### src/rtl/speculative_history_register.sv
// rtl/speculative_history_register.sv - speculative/committed branch history with checkpointed recovery
// Optional feature: SPEC_HIST_FOLD_EN adds the folded_history output.
module speculative_history_register #(
  parameter int HISTORY_LENGTH = 32,
  parameter int CKPT_DEPTH     = 8,
  parameter int FOLD_LENGTH    = 8,
  localparam int PTR_W         = $clog2(CKPT_DEPTH),
  localparam int CNT_W         = PTR_W + 1
) (
  input  logic                      clk,
  input  logic                      rst_n,
  input  logic                      pred_valid,
  input  logic                      pred_taken,
  output logic                      pred_ready,
  output logic [PTR_W-1:0]          pred_tag,
  input  logic                      resolve_valid,
  input  logic [PTR_W-1:0]          resolve_tag,
  input  logic                      resolve_taken,
  input  logic                      retire_valid,
  input  logic                      retire_taken,
  output logic [HISTORY_LENGTH-1:0] spec_history,
  output logic [HISTORY_LENGTH-1:0] arch_history,
  output logic [CNT_W-1:0]          ckpt_count,
  output logic                      err
`ifdef SPEC_HIST_FOLD_EN
  ,
  output logic [FOLD_LENGTH-1:0]    folded_history
`endif
);

  logic [HISTORY_LENGTH-1:0] ckpt [CKPT_DEPTH];
  logic [PTR_W-1:0]          head;
  logic [PTR_W-1:0]          tail;

  logic [PTR_W-1:0] res_off;
  logic             res_in_flight;
  logic             pred_acc;
  logic             retire_ok;
  logic             resolve_ok;
  logic             bad_req;
  logic [CNT_W-1:0] cnt_base;
  logic [CNT_W-1:0] cnt_next;

  assign pred_ready = (ckpt_count < CNT_W'(CKPT_DEPTH)) && !resolve_valid;
  assign pred_tag   = tail;

  // A tag is in flight when its distance from head is below the occupancy.
  assign res_off       = resolve_tag - head;
  assign res_in_flight = {1'b0, res_off} < ckpt_count;

  assign pred_acc   = pred_valid && pred_ready;
  assign retire_ok  = retire_valid && (ckpt_count != '0);
  assign resolve_ok = resolve_valid && res_in_flight;
  assign bad_req    = (retire_valid && (ckpt_count == '0)) ||
                      (resolve_valid && !res_in_flight);

  // Resolve truncates the buffer just past the resolved entry; retire then removes head.
  always_comb begin
    cnt_base = '0;
    if (resolve_ok) begin
      cnt_base = {1'b0, res_off} + CNT_W'(1);
    end else begin
      cnt_base = ckpt_count + CNT_W'(pred_acc);
    end
    cnt_next = cnt_base - CNT_W'(retire_ok);
  end

  always_ff @(posedge clk) begin
    if (pred_acc) begin
      ckpt[tail] <= spec_history;
    end
  end

  always_ff @(posedge clk or negedge rst_n) begin
    if (!rst_n) begin
      spec_history <= '0;
      arch_history <= '0;
      head         <= '0;
      tail         <= '0;
      ckpt_count   <= '0;
      err          <= 1'b0;
    end else begin
      if (resolve_ok) begin
        spec_history <= {ckpt[resolve_tag][HISTORY_LENGTH-2:0], resolve_taken};
        tail         <= resolve_tag + PTR_W'(1);
      end else if (pred_acc) begin
        spec_history <= {spec_history[HISTORY_LENGTH-2:0], pred_taken};
        tail         <= tail + PTR_W'(1);
      end
      if (retire_ok) begin
        arch_history <= {arch_history[HISTORY_LENGTH-2:0], retire_taken};
        head         <= head + PTR_W'(1);
      end
      ckpt_count <= cnt_next;
      err        <= err | bad_req;
    end
  end

`ifdef SPEC_HIST_FOLD_EN
  logic [FOLD_LENGTH-1:0] fold;

  always_comb begin
    fold = '0;
    for (int i = 0; i < HISTORY_LENGTH / FOLD_LENGTH; i++) begin
      fold = fold ^ spec_history[i*FOLD_LENGTH +: FOLD_LENGTH];
    end
  end

  assign folded_history = fold;
`endif

endmodule

### config.mk
export PLATFORM = sky130hd
export DESIGN_NAME = speculative_history_register
export DESIGN_NICKNAME = d
export VERILOG_FILES = /design/src/rtl/speculative_history_register.sv
export SDC_FILE = /design/constraint.sdc
export NUM_CORES = 1
export LEC_CHECK = 0
export CAP_MARGIN = 20
export CORE_ASPECT_RATIO = 0.9
export CORE_UTILIZATION = 40
export CTS_CLUSTER_SIZE = 40
export DETAILED_ROUTE_END_ITERATION = 10
export GPL_ROUTABILITY_DRIVEN = 0
export PLACE_DENSITY = 0.55
export SLEW_MARGIN = 25
export SYNTH_ARGS = -nofsm -noshare
export SYNTH_HDL_FRONTEND = slang
export SYNTH_SLANG_ARGS = --single-unit
### constraint.sdc
create_clock -name clk -period 9.4 [get_ports clk]
set_clock_uncertainty 0.05 [all_clocks]
set_input_delay 1.88 -clock clk [delete_from_list [all_inputs] [get_ports clk]]
set_output_delay 1.88 -clock clk [all_outputs]
set_load 0.01 [all_outputs]
# After elaboration in Yosys (flattened, before gate mapping)
# Memory sizes are Yosys's and may differ from the RTL's.
# Cells that the tools add are included.
# Widths: inputs -> output; s select.
# totals
register_bits	75
ram_bits	256
inputBits	11
wordCells	36
memories	1
# memory_table
memory	words	width	rd	rd_ports_with_merged_regs	wr	line_no	source
ckpt	8	32	1	0	1	31	logic [HISTORY_LENGTH-1:0] ckpt [CKPT_DEPTH];
# op_classes
add_sub_neg	7
n_lt_le_gt_ge	2
n_mux	7
n_bitwise	1
reduce_logical	12
# ops
cell	count
$mux 32	2
$add 3x1->3 const B	3
$logic_and 1x1->1	6
$mux 3	2
$add 3x1->4 const B	1
$add 4x1->4	1
$logic_not 4->1	1
$lt 3x4->1	1
$lt 4x4->1 const B	1
$mux 4	1
$reduce_bool 4->1	1
$sub 4x1->4	1
$sub 3x3->3	1
$logic_not 1->1	2
$mux 1	2
$reduce_bool 2->1	1
$logic_or 1x1->1	1
$or 1x1->1	1

# Longest topological paths before layout
# depth
ltp_word	6
depth_mapped	18

# Least setup slack after synthesis
# No wires, ideal clock.
# synth_timing
kind	input port to flip-flop
start	in resolve_valid
end	mem ckpt[4][0] (enable)
arrival_time_ns	5.544
required_time_ns	8.842
path_slack_ns	3.298
stages	3
path_buffers	0
cell_sequence	nor2_1 > nand2_1 > nor4b_1
# synth_between
elab_chain_cells	5
# synth_rtl
item	line_no	source
from (decl)	16	input logic resolve_valid,
$logic_not 1->1	44	assign pred_ready = (ckpt_count < CNT_W'(CKPT_DEPTH)) && !resolve_valid;
$logic_and 1x1->1	44	
$logic_and 1x1->1	51	assign pred_acc = pred_valid && pred_ready;
$mux 1	69	if (pred_acc) begin
$mux 1 (not written as such)	70	ckpt[tail] <= spec_history;
to (decl)	31	
# Every way passes these cells.

# Final worst setup path
# layout_timing
start	in resolve_tag[1]
end	reg tail[2], in the netlist pred_tag[2]
# layout_between
elab_chain_cells	4
elab_cells_between_ends	6
cone_classes	add/sub: 2; order compare: 1; mux: 1; reduce/logical: 2
# layout_rtl
item	line_no	source
from (decl)	17	input logic [PTR_W-1:0] resolve_tag,
$sub 3x3->3	48	assign res_off = resolve_tag - head;
$lt 3x4->1	49	assign res_in_flight = {1'b0, res_off} < ckpt_count;
$logic_and 1x1->1	53	assign resolve_ok = resolve_valid && res_in_flight;
$mux 3 / $reduce_bool 2->1 (equally long branches)	--	
to (signal assigned)	85	tail <= resolve_tag + PTR_W'(1);
to (signal assigned)	88	tail <= tail + PTR_W'(1);
to (decl)	33	logic [PTR_W-1:0] tail;
# Several ways; a longest one is shown, not always the timed one.
# A chain may end at the register's enable or synchronous reset.

==> run_results.csv <==
group,metric,value,unit
drt,vias,6667,
global_routing,grt_max_degree,74,
finish,drive_gt1_share,17.5,%
cts,cts_tree,"done",
critical_path,critPathCaptureType,"register",
sta,setup_violations,0,
power_and_ir_drop,power_density,310,nW/um^2
finish,final_cells,1261,
floorplanning,core_area,31200,sq um
finish,design_area,15300,sq um
logic_synthesis,synth_area_per_cell,17.6,sq um
finish,fin_nets,846,
place,dp_hpwl,13800,um
drt,ant_nets,0,
logic_synthesis,synth_top_family_by_area,"multiplexers",
cts,clk-insertion-delay-late,510,ps
cts,cts_buffer_depth,3,
logic_synthesis,synthXorXnorAreaFrac,0.789,%
floorplanning,die_width,191,um
sta,max_slew.worst_pin.slew,1020,ps
sta,drv_slew,0,
hold_path,worstHoldPathType,"register to register",
power_and_ir_drop,ir_drop,0.268,mV
run_status,outcome,"complete, no violations",
sta,setup-tns-final,0,ps
logic_synthesis,synth_area,12800,sq um
flow_run,cap_violations,0,
critical_path,worstSetupStartpointType,"input port",
finish,mostFrequentLayoutCell,"edfxtp_1",
place,place_inst,1194,
logic_synthesis,synth_edf_count,248,
finish,antenna_cells,0,
sta,finalCritPeriodShare,62.3,%
finish,nFillCells,2630,
logic_synthesis,synth.distinct_cells,40,
cts,holdBufCountCts,0,
floorplanning,io_pins,84,
drt,firstDrtPassIters,4,
sta,finalHoldViolations,0,
sta,rsz0062_at_grt,"false",
cts,cts_made_buffers,36,
finish,area_growth,19.2,%
power_and_ir_drop,p_leak,5.42,nW
place,portBuffers,83,
logic_synthesis,synthCells,729,
power_and_ir_drop,power,4.74,mW
drt,detail_route.wl_per_cell,21.4,um
global_routing,grt_usage,17.2,%
finish,register_area,9320,sq um
floorplanning,die_h,172,um
critical_path,critPathMaxFanout,73,
floorplanning,initial_core_util,41.1,%
finish,multi_input_area,3330,sq um
critical_path,crit_type,"input port to register",
global_routing,overflow,0,
sta,fmax,0.171,GHz
drt,viasPerCell,5.29,
logic_synthesis,synth-seq-cells,323,
finish,mostFrequentLayoutCells,"248 x edfxtp_1, 103 x nand2_1, 79 x clkdlybuf4s50_1, 75 x dfrtp_1, 62 x mux4_2",
drt,drt-total-wl,27000,um
global_routing,grt_pass1_vias,7185,
drt,drt_iter0_drc,373,
global_routing,antenna_found_initial,0,
logic_synthesis,async_flop_share,23.2,%
cts,htreeDepth,2,
cts,post_cts_buffers,0,
floorplanning,die-area,32800,sq um
critical_path,cp.arrival,6150,ps
place,dpl-instance-area,14100,sq um
drt,drc,0,
cts,cts.repair.resized,0,
logic_synthesis,synth_compound_area_share,4.04,%
cts,cts.clk_slew.worst_paths,60,ps
critical_path,cp.required,9690,ps
logic_synthesis,yosys.area_share.simple,5.61,%
logic_synthesis,synth_fa_ha_area_share,1.13,%
logic_synthesis,yosysSeqAreaShare,72.6,%
floorplanning,row_count,61,
logic_synthesis,synthMuxAreaShare,13.9,%
cts,cts_root_buf,"clkbuf_16",
cts,cts.sinks,323,
logic_synthesis,ys.flop_type,"edfxtp_1",
logic_synthesis,synth_fp_nets,751,
finish,final_core_util,49.0,%
logic_synthesis,synth-warning-count,0,
sta,relSlewSlack,32.0,%
sta,fin_crit,5850,ps
global_routing,grt_pass1_wl,42000,um
## synthesized netlist by cell type (all sizes together) (2+ instances only)
library cell,instances,area share [%]
mux4,62,11
nor3b,2,0.12
o21ai,2,0.078
nand2,103,3.0
nor2b,32,1.6
ha,10,0.97
a21oi,35,1.4
nor2,4,0.12
nor4,2,0.097
a211oi,32,1.9
xor2,4,0.27
xnor2,5,0.34
nor3,2,0.078
dfrtp,75,15
nor4b,4,0.27
mux2,3,0.26
buf,28,1.2
nand3b,2,0.12
inv,11,0.32
nand2b,2,0.097
clkbuf,14,0.42
edfxtp,248,58
mux2i,35,2.7
## logic make-up after synthesis
kind of cell | count (synthesis)
AND/OR/NAND/NOR | 155
XOR/XNOR | 10
buffers and inverters | 53
AO/OA/AOI/OAI | 77
flip-flops | 323
adder cells (fa/ha/maj) | 11
multiplexers | 100
## per-layer routing
metal / vias up / GRT usage, % / part of all wire (%)
met5: - / 0 / 0
met2: 171 / 27.0 / 47
met3: 42 / 3.61 / 5.2
met4: 0 / 4.87 / 1.9
met1: 3446 / 24.2 / 46
li1: 3008 / - / -
## power by group
group          switching (mW)  internal, mW
clock network           0.546         0.802
registers               0.307          1.93
logic                   0.597         0.561
total                    1.45          3.29
## state kept, by name, summed over array words and instances, names as in the netlist
register / count
ckpt: 248
head: 3
arch_history: 32
ckpt_count: 4
spec_history: 32
pred_tag: 3
err: 1
## worst max-delay path, cell delays in order
cell	delay [ps]
buf_2	80
buf_4	770
fa_1	320
xnor3_1	460
ha_1	260
or3b_1	420
o221ai_4	200
buf_4	710
mux2_2	420
ha_1	220
nand2_1	90
xor2_1	180
mux2i_1	110
## path summary, 6_finish.rpt
check,start,cells after the start,to,slack (ps)
worst max-delay path,resolve_tag[1],13,pred_tag[2],3550
worst min-delay path,arch_history[31],2,arch_history[31],430
worst max register to register,head[0],13,pred_tag[2],5170
worst min register to register,arch_history[31],2,arch_history[31],430
max in group asynchronous,rst_n,3,spec_history[7],7270
min in group asynchronous,rst_n,1,arch_history[3],1140
## final cells by class
| class | instances | area share, % |
|---|---|---|
| Multi-Input combinational cell | 353 | 21.8 |
| Sequential cell | 323 | 60.9 |
| Inverter | 11 | 0.270 |
| Timing Repair Buffer | 99 | 6.24 |
| Clock inverter | 13 | 0.654 |
| Clock buffer | 53 | 6.83 |
| Tap cell | 409 | 3.34 |
## stage by stage
stage | setup slack (ps) | hold WS, ps
final | 3550 | 429
after floorplan | 3300 | 421
after global placement | 3130 | 409
after global routing | 3270 | 459
after CTS | 3510 | 433
after detailed placement | 2970 | 419
No activity file was read; power rests on OpenSTA's default activity.
